===== config.mk =====
export PLATFORM = sky130hd
export DESIGN_NAME = shift
export DESIGN_NICKNAME = d
export VERILOG_FILES = /design/src/rtl/shift.sv
export SDC_FILE = /design/constraint.sdc
export NUM_CORES = 1
export LEC_CHECK = 0
export CAP_MARGIN = 0
export CORE_AREA = 2 2 39 41
export CTS_BUF_LIST = sky130_fd_sc_hd__clkbuf_8
export DETAILED_ROUTE_END_ITERATION = 12
export DIE_AREA = 0 0 41 43
export GPL_TIMING_DRIVEN = 1
export PLACE_DENSITY_LB_ADDON = 0.05
export SYNTH_ARGS = -nofsm -noshare
export SYNTH_HDL_FRONTEND = slang
export SYNTH_SLANG_ARGS = --single-unit

===== constraint.sdc =====
create_clock -name clk -period 0.9 [get_ports clk]
set_clock_uncertainty 0.05 [all_clocks]
set_input_delay 0.18 -clock clk [delete_from_list [all_inputs] [get_ports clk]]
set_output_delay 0.18 -clock clk [all_outputs]
set_load 0.02 [all_outputs]

===== src/rtl/shift.sv =====
// Serial-in, parallel-out shift register with shift enable and async active-low reset.
// Defining SHIFT_FILL_FLAG_EN adds a registered 'full' output (WIDTH bits accepted since reset).
module shift #(
    parameter int WIDTH      = 8,
    parameter bit SHIFT_LEFT = 1'b1
) (
    input  logic             clk,
    input  logic             rst,
    input  logic             we,
    input  logic             in,
    output logic [WIDTH-1:0] out
`ifdef SHIFT_FILL_FLAG_EN
    ,
    output logic             full
`endif
);

    // Shift register stage. 'out' is the flop output itself, so there is no input-to-output path.
    always_ff @(posedge clk or negedge rst) begin
        if (!rst) begin
            out <= '0;
        end else if (we) begin
            if (SHIFT_LEFT) begin
                out <= {out[WIDTH-2:0], in};
            end else begin
                out <= {in, out[WIDTH-1:1]};
            end
        end
    end

`ifdef SHIFT_FILL_FLAG_EN
    localparam int CW = $clog2(WIDTH + 1);
    localparam logic [CW-1:0] LAST = CW'(WIDTH - 1);

    logic [CW-1:0] cnt;

    // Counter saturates at WIDTH; full is set on the same edge the count reaches WIDTH.
    always_ff @(posedge clk or negedge rst) begin
        if (!rst) begin
            cnt  <= '0;
            full <= 1'b0;
        end else if (we && !full) begin
            cnt <= cnt + 1'b1;
            if (cnt == LAST) begin
                full <= 1'b1;
            end
        end
    end
`endif

endmodule


Word-level counts from Yosys, hierarchy flattened
Index checks and enable logic that the tools add are counted.

Output and inout port bits: 8. Flip-flop bits (word level): 8. Input bits: 4.

Longest topological paths before layout
Depth after elaboration: 0. Gate-level depth with buffers: 2. Mapped depth without buffers: 1.

Worst setup path before layout
No wires, ideal clock.

Path kind: reg-to-reg. From: reg, netlist name out[0]. To: reg out[0]. Period minus slack after synthesis: 897 ps. Cell stages (with the launch flop): 2. Arrival time: 722 ps. Data required time: 725 ps. Path buffers: 0. Setup slack: 3 ps. Path through: dfrtp_1 > mux2_4.

RTL lines: end signal, assigned (line 24) `out <= {out[WIDTH-2:0], in};`; end signal, assigned (line 26) `out <= {in, out[WIDTH-1:1]};`; end, declared (line 11) `output logic [WIDTH-1:0] out`.

Final worst setup path
From: reg out[1]. To: out out[1].

No word-level cell between the ends.

==> results.sh <==
export IMPL_reg2regPathDepth=2
export IMPL_die_h_um=43
export IMPL_worstSetupPathType="reg2out"
export IMPL_regMostFlops="out"
export IMPL_synth_compound_area_share_pct=0
export IMPL_reg2reg_setup_slack_ns=-0.05
export IMPL_synth_simple_gate_area_share_pct=0
export IMPL_area_growth_pct=86.4
export IMPL_biggestRegsByFlops="out: 8 flops"
export IMPL_worstMarginPinSlew_ns=0.120
export IMPL_port_buffers=11
export IMPL_grt_start_max_net_pins=9
export IMPL_grtUsageMet2_pct=12.2
export IMPL_grt_usage_pct=9.02
export IMPL_final_max_slew_viol_count=0
export IMPL_critical_path_top_delay_family="flip-flops"
export IMPL_critPathBufInv=1
export IMPL_vdd_ir_drop_max_v=0.000945
export IMPL_core_um2=1380
export IMPL_cts_setup_buffers=0
export IMPL_synthXorXnorAreaFrac_pct=0
export IMPL_synthesis_area_um2=332
export IMPL_drive_gt1_share_pct=73.2
export IMPL_grt_util_met1_pct=11.6
export IMPL_synthMuxAreaShare_pct=36.2
export IMPL_outcome="finished, violations left"
export IMPL_r2r_start="out[5]"
export IMPL_clk_latency_ns=0.22
export IMPL_synth_fa_ha_area_share_pct=0
export IMPL_worstHoldPathType="in2async"
export IMPL_critical_path_arrival_ns=0.76
export IMPL_ys_ff_latch=8
export IMPL_fin_total_pwr_w=0.00167
export IMPL_cp_max_fo=2
export IMPL_fin_nets=47
export IMPL_gr_total_overflow=0
export IMPL_cts_clk_slew_worst_paths_ns=0.04
export IMPL_crit_cells=1
export IMPL_relSlewSlack_pct=92.0
export IMPL_wirelength_um=638
export IMPL_fmax_mhz=1010
export IMPL_placed_area_um2=546
export IMPL_diodes=0
export IMPL_setup_viol_count_final=16
export IMPL_maxCapViolations=0
export IMPL_grt_util_met3_pct=3.14
export IMPL_pin_count=12
export IMPL_wl_per_cell_um=11.2
export IMPL_syn_nets=21
export IMPL_clock_sinks=8
export IMPL_viasPerCell=4.02
export IMPL_start_kind="register"
export IMPL_synth_top_family_by_area="multiplexers"
export IMPL_start_util_pct=24.0
export IMPL_drtIter0Drc=1
export IMPL_worst_ep_required_time_ns=0.67
export IMPL_antenna_found_initial=0
export IMPL_synthCells=17
export IMPL_grt_busiest_layer="met2"
export IMPL_final_area_um2=618
export IMPL_gp_congestion=0.567
export IMPL_vias=229
export IMPL_cp_cell_sequence="buf_6"
export IMPL_dieArea_um2=1760
export IMPL_hold_viol=0
export IMPL_numCtsBuffers=3
export IMPL_syn_avg_cell_area_um2=19.5
export IMPL_period_minus_slack_ns=0.993
export IMPL_clockBufferDepth=2
export IMPL_first_pass_iters=2
export IMPL_cts_tree="yes"
export IMPL_rr_endpoint="out[5]"
export IMPL_drcViolationCount=0
export IMPL_grt_pass1_wl_um=1010
export IMPL_largest_register_ff_count=8
export IMPL_dpl_hpwl_um=501
export IMPL_failed_checks="negative setup slack"
export IMPL_cts_hold_buf=0
export IMPL_rsz0062_at_grt="true"
export IMPL_final_min_period_over_clock_period_pct=110
export IMPL_grt_pass1_vias=242
export IMPL_cp_end_kind="output pin"
export IMPL_cpPeakStageDelay_ns=0.40
export IMPL_p_leak_nw=0.309
export IMPL_ant_nets=0
export IMPL_power_density_nw_per_um2=2700
export IMPL_cts_root_buf="clkbuf_8"
export IMPL_seq_area_frac_synth_pct=60.4
export IMPL_h_tree_depth=1
export IMPL_slowest_stage="dfrtp_1"
export IMPL_rows=14
export IMPL_dieWidth_um=41
export IMPL_ys_warn_count=0
export IMPL_setup_slack_ns=-0.0927
export IMPL_netlist_cell_type_count=3
layout by cell type, fill, tap and decap left out:
| master | instances |
|---|---|
| clkdlybuf4s50_1 | 2 |
| dlygate4sd2_1 | 1 |
| dfrtp_1 | 8 |
| buf_6 | 14 |
| mux2_4 | 8 |
| clkbuf_8 | 3 |
| buf_12 | 1 |
| buf_4 | 4 |
worst max path at each step:
stage                start  slack, ns      to
finish              out[1]      -0.09  out[1]
global route        out[2]      -0.11  out[2]
CTS                 out[5]      -0.09  out[5]
detailed placement      we      -0.39  out[5]
global placement        we      -0.38  out[6]
floorplan           out[0]      0.003  out[0]
stage by stage:
step	worst slack [ns]	utilization [%]	cells	setup TNS, ns	hold WS, ns
floorplan	0.00303	-	17	0	-0.166
global placement	-0.381	39.4	54	-5.12	0.462
detailed placement	-0.394	39.4	54	-5.23	0.468
CTS	-0.0937	43.9	57	-1.07	0.236
global route	-0.110	44.7	57	-1.31	0.232
finish	-0.0927	44.7	57	-0.977	0.232
where the power goes:
| group | internal [W] | switching (W) | leakage [nW] |
|---|---|---|---|
| clock network | 0.000289 | 0.000129 | 0.0216 |
| registers | 0.000459 | 0.0000775 | 0.0945 |
| logic | 0.000463 | 0.000249 | 0.192 |
| total | 0.00121 | 0.000455 | 0.309 |
area by class of cell:
cell class / count / area [um^2]
fill: 129 / 766
timing repair buffer: 22 / 236
sequential: 8 / 200
multi-input combinational: 8 / 120
clock buffer: 3 / 41.3
tap: 16 / 20.0
what timing repair did:
item                                   4_1_cts  5_1_grt
setup endpoints to repair                   16       16
endpoints found under the hold margin        0        0
resized for setup                           52        3
cell families after synthesis:
family                 after synthesis
muxes                                8
buffers and inverters                1
DFF                                  8
synth_stat cells, drive strengths merged:
| cell | instances | area [um^2] |
|---|---|---|
| mux2 | 8 | 120 |
| dfrtp | 8 | 200 |
| buf | 1 | 11.3 |
per-layer routing:
metal  routed length, um  vias up  part of all wire, %
li1                    -      106                    -
met1                 283      115                   44
met2                 319        8                   50
met3                  35        0                  5.5
met4                   0        0                    0
met5                   0        -                    0
Note: power is estimated with default switching activity, not from simulation.
